File: src/rtl/bram_delay_pkg.sv
// Shared types and constants for the BRAM-backed circular delay line.
//   state_t  : controller states (IDLE -> CLEAR -> PRIME -> RUN)
//   MIN_LEN  : shortest legal delay; below this, read and write would hit one address
//   max_len  : longest legal delay for a given ring address width
package bram_delay_pkg;

    typedef enum logic [1:0] {
        IDLE  = 2'd0,
        CLEAR = 2'd1,
        PRIME = 2'd2,
        RUN   = 2'd3
    } state_t;

    localparam int MIN_LEN = 2;

    function automatic int max_len(input int addr_width);
        return 1 << addr_width;
    endfunction

endpackage

File: src/rtl/bram_ring_ptr.sv
// Wrap-at-limit ring pointer.
//   clk, rst_n : clock, asynchronous active-low reset
//   clear      : force pointer to 0 (has priority over advance)
//   advance    : step to ptr_nxt
//   limit      : ring length; pointer runs 0..limit-1
//   ptr        : current pointer
//   ptr_nxt    : pointer value after the next advance (wraps to 0)
//   last       : ptr is at limit-1
module bram_ring_ptr #(
    parameter int ADDR_WIDTH = 9
) (
    input  logic                  clk,
    input  logic                  rst_n,
    input  logic                  clear,
    input  logic                  advance,
    input  logic [ADDR_WIDTH:0]   limit,
    output logic [ADDR_WIDTH-1:0] ptr,
    output logic [ADDR_WIDTH-1:0] ptr_nxt,
    output logic                  last
);

    assign last    = ({1'b0, ptr} == (limit - 1'b1));
    assign ptr_nxt = last ? '0 : ptr + 1'b1;

    // NOTE: sequential state is updated with non-blocking assignments only, so
    // every flop samples the pre-edge values regardless of block ordering.
    always_ff @(posedge clk or negedge rst_n) begin
        if (!rst_n) begin
            ptr <= '0;
        end else if (clear) begin
            ptr <= '0;
        end else if (advance) begin
            ptr <= ptr_nxt;
        end
    end

endmodule

File: src/rtl/bram_delay_line_ctrl.sv
// Controller that runs one true-dual-port BRAM (read on A, write on B) as a
// programmable-length circular delay line. Each accepted input sample is written
// at the write pointer while the word stored there LEN samples ago, prefetched
// on the previous fire, is presented on the output.
//   clk, rst_n                 : clock, asynchronous active-low reset
//   start, stop, cfg_len       : control; cfg_len legal range 2..2**ADDR_WIDTH
//   cfg_err, busy              : status
//   in_valid/in_ready/in_data  : input stream
//   out_valid/out_ready/out_data : delayed output stream
//   ram_en_a/ram_addr_a/ram_dout_a : BRAM port A (read, unregistered output)
//   ram_we_b/ram_addr_b/ram_din_b  : BRAM port B (write)
module bram_delay_line_ctrl
    import bram_delay_pkg::*;
#(
    parameter int ADDR_WIDTH = 9,
    parameter int DATA_WIDTH = 36
) (
    input  logic                  clk,
    input  logic                  rst_n,
    input  logic                  start,
    input  logic                  stop,
    input  logic [ADDR_WIDTH:0]   cfg_len,
    output logic                  cfg_err,
    output logic                  busy,
    input  logic                  in_valid,
    output logic                  in_ready,
    input  logic [DATA_WIDTH-1:0] in_data,
    output logic                  out_valid,
    input  logic                  out_ready,
    output logic [DATA_WIDTH-1:0] out_data,
    output logic                  ram_en_a,
    output logic [ADDR_WIDTH-1:0] ram_addr_a,
    input  logic [DATA_WIDTH-1:0] ram_dout_a,
    output logic                  ram_we_b,
    output logic [ADDR_WIDTH-1:0] ram_addr_b,
    output logic [DATA_WIDTH-1:0] ram_din_b
);

    localparam int                LEN_W   = ADDR_WIDTH + 1;
    localparam logic [LEN_W-1:0]  LEN_MIN = LEN_W'(MIN_LEN);
    localparam logic [LEN_W-1:0]  LEN_MAX = LEN_W'(max_len(ADDR_WIDTH));

    state_t                  state, state_nxt;
    logic [LEN_W-1:0]        len_q;
    logic                    cfg_ok;
    logic                    fire;
    logic [ADDR_WIDTH-1:0]   clr_ptr, wp, wp_nxt;
    logic                    clr_last;
    logic [ADDR_WIDTH-1:0]   clr_nxt_unused;
    logic                    wp_last_unused;

    assign cfg_ok   = (cfg_len >= LEN_MIN) && (cfg_len <= LEN_MAX);
    assign busy     = (state != IDLE);
    // stop withdraws ready in its own cycle so no sample is taken while abandoning.
    assign in_ready = (state == RUN) && !stop && (!out_valid || out_ready);
    assign fire     = in_valid && in_ready;

    bram_ring_ptr #(.ADDR_WIDTH(ADDR_WIDTH)) u_clr_ptr (
        .clk     (clk),
        .rst_n   (rst_n),
        .clear   (state == IDLE),
        .advance (state == CLEAR),
        .limit   (len_q),
        .ptr     (clr_ptr),
        .ptr_nxt (clr_nxt_unused),
        .last    (clr_last)
    );

    bram_ring_ptr #(.ADDR_WIDTH(ADDR_WIDTH)) u_wp (
        .clk     (clk),
        .rst_n   (rst_n),
        .clear   (state != RUN),
        .advance (fire),
        .limit   (len_q),
        .ptr     (wp),
        .ptr_nxt (wp_nxt),
        .last    (wp_last_unused)
    );

    always_ff @(posedge clk or negedge rst_n) begin
        if (!rst_n) begin
            state <= IDLE;
        end else begin
            state <= state_nxt;
        end
    end

    // NOTE: every signal driven here gets a default first; a path that left one
    // unassigned would infer a latch.
    always_comb begin
        state_nxt  = state;
        ram_en_a   = 1'b0;
        ram_addr_a = '0;
        ram_we_b   = 1'b0;
        ram_addr_b = '0;
        ram_din_b  = '0;
        case (state)
            IDLE: begin
                if (start && cfg_ok) state_nxt = CLEAR;
            end
            CLEAR: begin
                ram_we_b   = 1'b1;
                ram_addr_b = clr_ptr;
                if (clr_last) state_nxt = PRIME;
            end
            PRIME: begin
                // Prefetch slot 0 so the first RUN fire already sees its old word.
                ram_en_a  = 1'b1;
                state_nxt = RUN;
            end
            RUN: begin
                if (fire) begin
                    // Write slot wp, prefetch slot wp_nxt; len_q >= 2 keeps them distinct.
                    ram_we_b   = 1'b1;
                    ram_addr_b = wp;
                    ram_din_b  = in_data;
                    ram_en_a   = 1'b1;
                    ram_addr_a = wp_nxt;
                end
            end
            default: state_nxt = IDLE;
        endcase
        if (stop) state_nxt = IDLE;
    end

    always_ff @(posedge clk or negedge rst_n) begin
        if (!rst_n) begin
            len_q   <= '0;
            cfg_err <= 1'b0;
        end else if (state == IDLE && start && !stop) begin
            if (cfg_ok) begin
                len_q   <= cfg_len;
                cfg_err <= 1'b0;
            end else begin
                cfg_err <= 1'b1;
            end
        end
    end

    // Output holding register: a fire loads the prefetched word (the BRAM keeps
    // it latched while port A is disabled); a consume without a fire empties it.
    always_ff @(posedge clk or negedge rst_n) begin
        if (!rst_n) begin
            out_valid <= 1'b0;
            out_data  <= '0;
        end else if (fire) begin
            out_valid <= 1'b1;
            out_data  <= ram_dout_a;
        end else if (out_ready) begin
            out_valid <= 1'b0;
        end
    end

endmodule

File: config.mk
export PLATFORM = sky130hd
export DESIGN_NAME = bram_delay_line_ctrl
export DESIGN_NICKNAME = d
export VERILOG_FILES = /design/src/rtl/bram_delay_pkg.sv /design/src/rtl/bram_ring_ptr.sv /design/src/rtl/bram_delay_line_ctrl.sv
export SDC_FILE = /design/constraint.sdc
export NUM_CORES = 1
export LEC_CHECK = 0
export CAP_MARGIN = 20
export CORE_MARGIN = 4
export CORE_UTILIZATION = 40
export CTS_BUF_LIST = sky130_fd_sc_hd__clkbuf_8
export CTS_CLUSTER_DIAMETER = 200
export DETAILED_ROUTE_END_ITERATION = 6
export PLACE_DENSITY_LB_ADDON = 0.12
export SYNTH_ARGS = -nofsm -noshare
export SYNTH_HDL_FRONTEND = slang
export SYNTH_SLANG_ARGS = --single-unit
File: constraint.sdc
create_clock -name clk -period 6.82 [get_ports clk]
set_input_delay 0.682 -clock clk [delete_from_list [all_inputs] [get_ports clk]]
set_output_delay 0.682 -clock clk [all_outputs]
set_load 0.03 [all_outputs]
[Word-level counts from Yosys, hierarchy flattened]
Index checks and enable logic that the tools add are counted.
Word-level totals
  register bits: 68
  word-level logic and storage cells: 60
  input port bits: 88
  output and inout bits: 96
Cells by class
  mux-type cells: 22
  reductions and logical operators: 18
  $lt $le $gt $ge: 2
  add/sub/neg operators: 3
  eq/ne operators: 8
Operators by type and width (number)
  two-way mux 9 bit: 9
  two-way mux 36 bit: 2
  equality test 9 x 10 -> 1 bit: 2
  adder 9 x 1 -> 9 bit, second input constant: 2
  case mux 9 bit (2 select lines): 1
  greater-or-equal comparator 10 x 2 -> 1 bit, second input constant: 1
  less-or-equal comparator 10 bit, second input constant: 1
  subtractor 10 x 1 -> 10 bit, second input constant: 1
  nonzero test 2 bit: 4
  logical AND 1 bit: 7
  two-way mux 2 bit: 3
  inequality test 3 bit, second input constant: 2
  case mux 2 bit (3 select lines): 1
  equality test 2 bit, second input constant: 2
  two-way mux 1 bit: 4
  case mux 1 bit (2 select lines): 2
  nonzero test 4 bit: 1
  AND reduction 3 bit: 1
  equality test 2 x 1 -> 1 bit, second input constant: 1
  zero test 1 bit: 2
  zero test 2 bit: 1
  inequality test 2 bit, second input constant: 1
  AND reduction 2 bit: 1
  logical OR 1 bit: 1

[Logic depth before layout (Yosys ltp)]
Gate-level depths: netlist of run 1.
  depth after elaboration: 6
  depth in mapped cells: 10
  depth with buffers taken out: 8

[Modules after synthesis]
Synthesis of run 1 repeated with hierarchy kept, for this count alone.
Unflattened totals
  cell total of the unflattened synthesis: 465
  area, all modules: 4501.8 sq um
Modules (own cells, without submodules)
  bram_delay_line_ctrl: area each 2479.9 sq um, cells each 203, seq. area each 1251.2 sq um, instances 1
  bram_ring_ptr: area each 1011.0 sq um, cells each 131, seq. area each 225.2 sq um, instances 2

[Worst setup path after synthesis of run 1]
Ideal clock, no wire load.
  kind: register -> output
  start: reg len_q[2]
  end: out ram_addr_a[2]
  buffers on the path: 2
  slack: 3.720 ns
  data required time: 6.138 ns
  arrival time: 2.418 ns
  stages on the path, launching flop included: 9
  path through: dfrtp_1 > or4_1 > buf_2 > or3_1 > a21oi_1 > o31a_2 > o21ai_1 > buf_4 > nor2_1
Between the ends
  word-level cells in the longest chain between the ends: 5
RTL lines
  start, declared: line bram_delay_line_ctrl.sv:44  | logic [LEN_W-1:0] len_q;
  start signal, assigned: line bram_delay_line_ctrl.sv:132  | len_q <= cfg_len;
  subtractor 10 x 1 -> 10 bit: line bram_ring_ptr.sv:22  | assign last = ({1'b0, ptr} == (limit - 1'b1));
  equality test 9 x 10 -> 1 bit: line bram_ring_ptr.sv:22
  two-way mux 9 bit: line bram_ring_ptr.sv:23  | assign ptr_nxt = last ? '0 : ptr + 1'b1;
  two-way mux 9 bit: line bram_delay_line_ctrl.sv:112  | if (fire) begin
  two-way mux 9 bit: line bram_delay_line_ctrl.sv:97  | case (state)
  end, declared: line bram_delay_line_ctrl.sv:32  | output logic [ADDR_WIDTH-1:0] ram_addr_a,
Every way passes these cells.

[Worst setup path after layout of run 1]
  start: in in_valid
  end: out ram_addr_a[7]
Between the ends
  word-level cells in the longest chain between the ends: 3
RTL lines
  start, declared: line bram_delay_line_ctrl.sv:25  | input logic in_valid,
  logical AND 1 bit: line bram_delay_line_ctrl.sv:56  | assign fire = in_valid && in_ready;
  two-way mux 9 bit: line bram_delay_line_ctrl.sv:112
  two-way mux 9 bit: line bram_delay_line_ctrl.sv:97
Every way passes these cells.

==> metrics.txt, run 1 <==
share of cells above drive strength 1 between 5 and 6%; Compound-Gate Fraction of Synth Area 7.93%; Synth Area in Simple Gates 31.0%; Fin. Hold Viols 0; Min-Delay Path Class reg2reg; Post-synth EDFFs 0; Post-Synth XOR/XNOR Area 7.89%; number of global-route vias before repair approximately 4000; Die ar. between 10000 and 15000 um2; Mapped Area 3990 um2; crit end category primary output; Initial DRC Count around 210; Total GRT Usage between 20 and 25%; # diodes 0; wire length per cell 16.4 um; # IOs about 180; cell count after synthesis between 400 and 500; post-layout min period 4.91 ns; Die Span Y about 110 um; post-synthesis mux area share roughly 3.6%; count of hold-fix buffers inserted at cts 0; RePlAce Congestion 0.867; post-route design area about 6000 um2; Setup TNS 0 ns; setup bufs post-CTS 0; Net Switching 850 uW; I/O Buffers around 180; clk sinks 68; Routed Antenna Nets 0; area grow syn2layout 52.7%; post-CTS sizing 0; Clock Skew a little under 0.007 ns; TritonCTS clock tree done; total gr overflow 0; Setup Viol. Count Final 0; Max Slew Vio Count 0; Final nets 735; Reg clk slew, reported paths roughly 0.070 ns; Post-synth top flop dfrtp_1; hpwl dp approximately 9600 um; Sw Ratio between 40% and 50%; Critical Path Fanout Max 52; Synth Area in Adders 2.19%; unrepaired setup endpoints after global routing no; P per Cell Area between 300 and 400 nW/um2; synthesized flop and latch total 68; cell-internal power 1.17 mW; Seq/Total Area, Yosys between 40% and 50%; DR DRC count 0; Synth Area per Inst ~8.3 um2; num rows 36; placed instance area between 5000 and 6000 um2; ys async rst share 100%; Clock Tree Buf Depth 2; Synthesized Nets 574; yosys synthesis warning count 0; first-pass GRT wire length 20200 um; Yosys cell types between 40 and 50; crit path launch type primary input; Pre-antenna DRT Iters 4; starting density of the core roughly 41%; largest net degree at the start of global routing 69; initial antenna violation count 0; VDD IR max ~0.00022 V; WP data required 6.14 ns; largest family of logic cells by synthesized area simple AND/OR/NAND/NOR gates; clock buffer count from CTS 9; clk_lat worst skew 0.35 ns; Total Wirelength approximately 13000 um; status finished, final reports clean; vias 3906; Clock power frac a little under a fifth; crit share post-route a little under three quarters; Worst Tran Pin Value 0.995 ns; LEAKAGE 2.76 nW; Combinational Power Share 48.4%; Max Cap Viol 0; Die Wd about 110 um; CTS root buf clkbuf_8; Slew headroom between 30 and 40%; Vias/cell 5.02; Reg power frac between 30 and 40%; H-Tree Depth 3; Core Area 9730 um2; critical path class in2out; Peak Freq around 200 MHz; WP data arrival roughly 4.2 ns
[power groups by stage]
stage / logic [mW] / registers [mW] / clock network (mW)
2_1_floorplan: 0.420 / 0.834 / 0
3_3_place_gp: 0.966 / 0.664 / 0
6_report: 0.977 / 0.667 / 0.376
5_1_grt: 1.05 / 0.689 / 0.402
3_5_place_dp: 0.980 / 0.667 / 0
4_1_cts: 0.982 / 0.665 / 0.384
[sequential cells by signal, summed over array words and instances (netlist names)]
name / count
cfg_err: 1
len_q: 10
out_data: 36
out_valid: 1
state: 2
u_clr_ptr.ptr: 9
u_wp.ptr: 9
[critical path, cell delays in order]
cell and delay, ns:
clkdlybuf4s50_1 1.06, and2_2 0.96, o21ai_1 0.56, nor2_1 0.24, clkdlybuf4s50_1 0.71
[metal layers]
metal	vias to the layer above	wire, um	GRT usage, %
li1	1925	-	-
met4	0	224	8.21
met2	130	6110	34.8
met1	1838	5510	28.2
met5	-	0	0
met3	13	906	7.26
[worst paths after layout]
path	start	cells past startpoint	endpoint	slack, ns
max	in_valid	5	ram_addr_a[7]	1.91
min	out_data[32]$_DFFE_PN0P_	2	out_data[32]$_DFFE_PN0P_	0.48
max reg2reg	state[0]$_DFFE_PN0P_	6	u_wp.ptr[1]$_DFFE_PN0P_	3.77
min reg2reg	out_data[32]$_DFFE_PN0P_	2	out_data[32]$_DFFE_PN0P_	0.48
max in group asynchronous	rst_n	2	u_clr_ptr.ptr[7]$_DFFE_PN0P_	5.74
min in group asynchronous	rst_n	2	len_q[6]$_DFFE_PN0P_	0.52
[cells by family (layout without fill, tap and decap cells)]
family / count (synthesis) / after routing
fa+ha+maj: 7 / 7
flops: 68 / 68
compound gates: 48 / 48
mux: 13 / 13
simple gates: 258 / 258
buf+inv: 49 / 215
xor+xnor: 36 / 36
[cell usage after synthesis, drive strengths merged, types with 4 or more instances]
cell    instances  area (um2)
a21oi           9        45.0
a22o            6        52.6
and3           50         313
buf             6        30.0
clkbuf         30         113
dfrtp          68        1700
ha              7        87.6
inv            12        45.0
mux2           10         113
nand2         137         514
nand3           5        25.0
nor2           22        82.6
nor3            4        20.0
nor3b          14         105
nor4            6        37.5
o21ai          15        75.1
o22ai           7        43.8
or3             6        37.5
xnor2          22         193
xor2           14         123
[cell type report]
class | instances | area, um2
Sequential cell | 68 | 1700
Clock buffer | 9 | 124
Inverter | 13 | 48.8
Timing Repair Buffer | 186 | 1850
Clock inverter | 7 | 100
Tap cell | 133 | 166
Multi-Input combinational cell | 362 | 2110
Fill cell | 849 | 3630
[metrics by stage]
stage / setup slack [ns] / instances / utilization, % / power, mW / hold slack (ns)
3_3_place_gp: 2.00 / 762 / 60.4 / 1.63 / 0.459
3_5_place_dp: 1.87 / 762 / 60.4 / 1.65 / 0.461
5_1_grt: 1.58 / 778 / 62.7 / 2.14 / 0.504
2_1_floorplan: 3.72 / 479 / - / 1.25 / 0.386
4_1_cts: 1.87 / 778 / 62.7 / 2.03 / 0.479
6_report: 1.91 / 778 / 62.7 / 2.02 / 0.479
[cell usage in the layout (no fill, tap or decap), drive strengths merged, types with 4 or more instances in the layout]
cell and count:
a22o 6, nor3 4, o21ai 15, ha 7, xor2 14, buf 4
or3 6, clkdlybuf4s50 182, dfrtp 68, o22ai 7, nor4 6, and3 50
nor2 22, nand2 137, nand3 5, mux2 10, inv 13, nor3b 14
a21oi 9, clkbuf 9, xnor2 22
No activity file was read; power rests on OpenSTA's default activity.
==> inputs of run 2 (changes only) <==
--- a/config.mk
+++ b/config.mk
@@ -7,7 +7,7 @@
 export LEC_CHECK = 0
 export CAP_MARGIN = 20
 export CORE_MARGIN = 4
-export CORE_UTILIZATION = 40
+export CORE_UTILIZATION = 39
 export CTS_BUF_LIST = sky130_fd_sc_hd__clkbuf_8
 export CTS_CLUSTER_DIAMETER = 200
 export DETAILED_ROUTE_END_ITERATION = 6
==> constraint.sdc (replaced) <==
create_clock -name clk -period 4.3 [get_ports clk]
set_input_delay 0.43 -clock clk [delete_from_list [all_inputs] [get_ports clk]]
set_output_delay 0.43 -clock clk [all_outputs]
set_load 0.03 [all_outputs]
==> metrics.txt, run 2 (synthesized netlist as in run 1, its figures left out) <==
LEAKAGE 2.81 nW (+1.8%); hold_ws 0.269 ns (-0.210 ns); Core Area 9860 um2 (+1.4%); fillcell total 905 (+6.6%); number of global-route vias before repair 3964 (+0.10%); Final nets 739 (+0.54%); Initial DRC Count 234 (+13%); total gr overflow 0 (unchanged); Largest regs out_data (36), len_q (10); crit path buf inv count 2 (unchanged); H-Tree Depth 3 (unchanged); Critical Path Fanout Max 11 (-79%); first-pass GRT wire length 20400 um (+1.2%); Peak Freq 302 MHz; Min-Delay Path Class in2async; sequential cell area 1700 um2 (unchanged); Pre-antenna DRT Iters 5 (+1); largest net degree at the start of global routing 69 (unchanged); unrepaired setup endpoints after global routing no; VDD IR max 0.000275 V (+26%); non-filler cells, final 781 (+0.39%); Crit-path slowest cell or4_1; Fin. Hold Viols 0 (unchanged); Clock Tree Buf Depth 2 (unchanged); commonest non-fill, non-tap cell in the layout clkdlybuf4s50_1; crit end category primary output; most frequent cell on the critical path buf_4; TritonCTS clock tree done; Multi-input gate area 2110 um2 (unchanged); Reg clk slew, reported paths 0.08 ns (about the same); Max Slew Vio Count 0 (unchanged); count of hold-fix buffers inserted at cts 0 (unchanged); # diodes 0 (unchanged); Die ar. 11900 um2 (+2.4%); Clock Skew 0.0134 ns (+0.00661 ns); num rows 36 (unchanged); critical path class reg2out; post-layout util 61.8% (-0.87 points); Routed Antenna Nets 0 (unchanged); Power Total 3.19 mW (+58%); Slew headroom 34.0% (+0.36 points); hpwl dp 9920 um (+3.9%); post-route design area 6100 um2 (about the same); crit-path cells or4_1, nor4_1, nor3b_1, o31a_2, o21ai_1, buf_4, nor2_1, buf_4; vias 3973 (+1.7%); share of cells above drive strength 1 6.94% (+1.7 points); final setup margin 0.994 ns (-0.916 ns); post-CTS sizing 0 (unchanged); Total GRT Usage 21.9% (-0.14 points); area grow syn2layout 52.6% (about the same); P per Cell Area 523 nW/um2 (+58%); CTS root buf clkbuf_8; RePlAce Congestion 0.911 (+5.1%); Setup TNS 0 ns (unchanged); Die Wd 109 um (+1.2%); # IOs 184 (unchanged); most frequent cells in the layout clkdlybuf4s50_1, nand2_1, dfrtp_1, and3_1; Top delay family on crit path simple AND/OR/NAND/NOR gates; Setup Viol. Count Final 0 (unchanged); clk sinks 68 (unchanged); WP data required 3.87 ns (-2.27 ns); Top reg by flops out_data; setup bufs post-CTS 0 (unchanged); Worst Tran Pin Value 0.990 ns (-0.00542 ns); status finished, final reports clean; placed instance area 5880 um2 (+0.13%); starting density of the core 40.5% (-0.56 points); crit share post-route 76.9%; clock buffer count from CTS 9 (unchanged); WP data arrival 2.88 ns (-1.35 ns); wire length per cell 16.6 um (+1.1%); post-layout min period about 3.3 ns; clk_lat worst skew 0.35 ns (about the same); Max Cap Viol 0 (unchanged); Vias/cell 5.09 (+1.3%); pre-CTS WS 1.24 ns (-0.626 ns); Die Span Y 109 um (+1.2%); slowest stage delay, CP 0.67 ns (-0.39 ns); Total Wirelength 12900 um (+1.5%); max reg flops 36 (unchanged); I/O Buffers 183 (unchanged); initial antenna violation count 0 (unchanged); DR DRC count 0 (unchanged); Placed Cells incl. Taps 766 (+0.52%); crit path launch type flip-flop
==> run 2: area by class of cell <==
class,instances,area share [%]
well taps,133,2.73
flip-flops and latches,68,27.9
inverters,13,0.800
clock inverters,5,1.27
repair buffers,190,30.5
multi-input cells,362,34.6
clock buffers,10,2.26
==> run 2: power breakdown <==
part	internal (mW)	leakage, nW	switching (mW)
Clock	0.337	0.114	0.250
Sequential	0.857	0.904	0.191
Combinational	0.674	1.79	0.880
==> run 2: worst paths after layout <==
path / startpoint / endpoint / slack [ns] / cells past startpoint
max in group asynchronous: rst_n / out_data[8]$_DFFE_PN0P_ / 3.43 / 2
min in group clk: out_data[29]$_DFFE_PN0P_ / out_data[29]$_DFFE_PN0P_ / 0.47 / 2
min reg2reg: out_data[29]$_DFFE_PN0P_ / out_data[29]$_DFFE_PN0P_ / 0.47 / 2
max: len_q[3]$_DFFE_PN0P_ / ram_addr_a[0] / 0.99 / 8
min: rst_n / len_q[7]$_DFFE_PN0P_ / 0.27 / 2
max reg2reg: len_q[3]$_DFFE_PN0P_ / state[1]$_DFFE_PN0P_ / 1.55 / 6
==> run 2: metal layers <==
metal / global-route usage, % / wire length (um) / up-vias
li1: - / - / 1926
met1: 29.0 / 5440 / 1892
met2: 34.7 / 6300 / 138
met3: 6.99 / 1010 / 17
met4: 5.88 / 195 / 0
met5: 0 / 0 / -
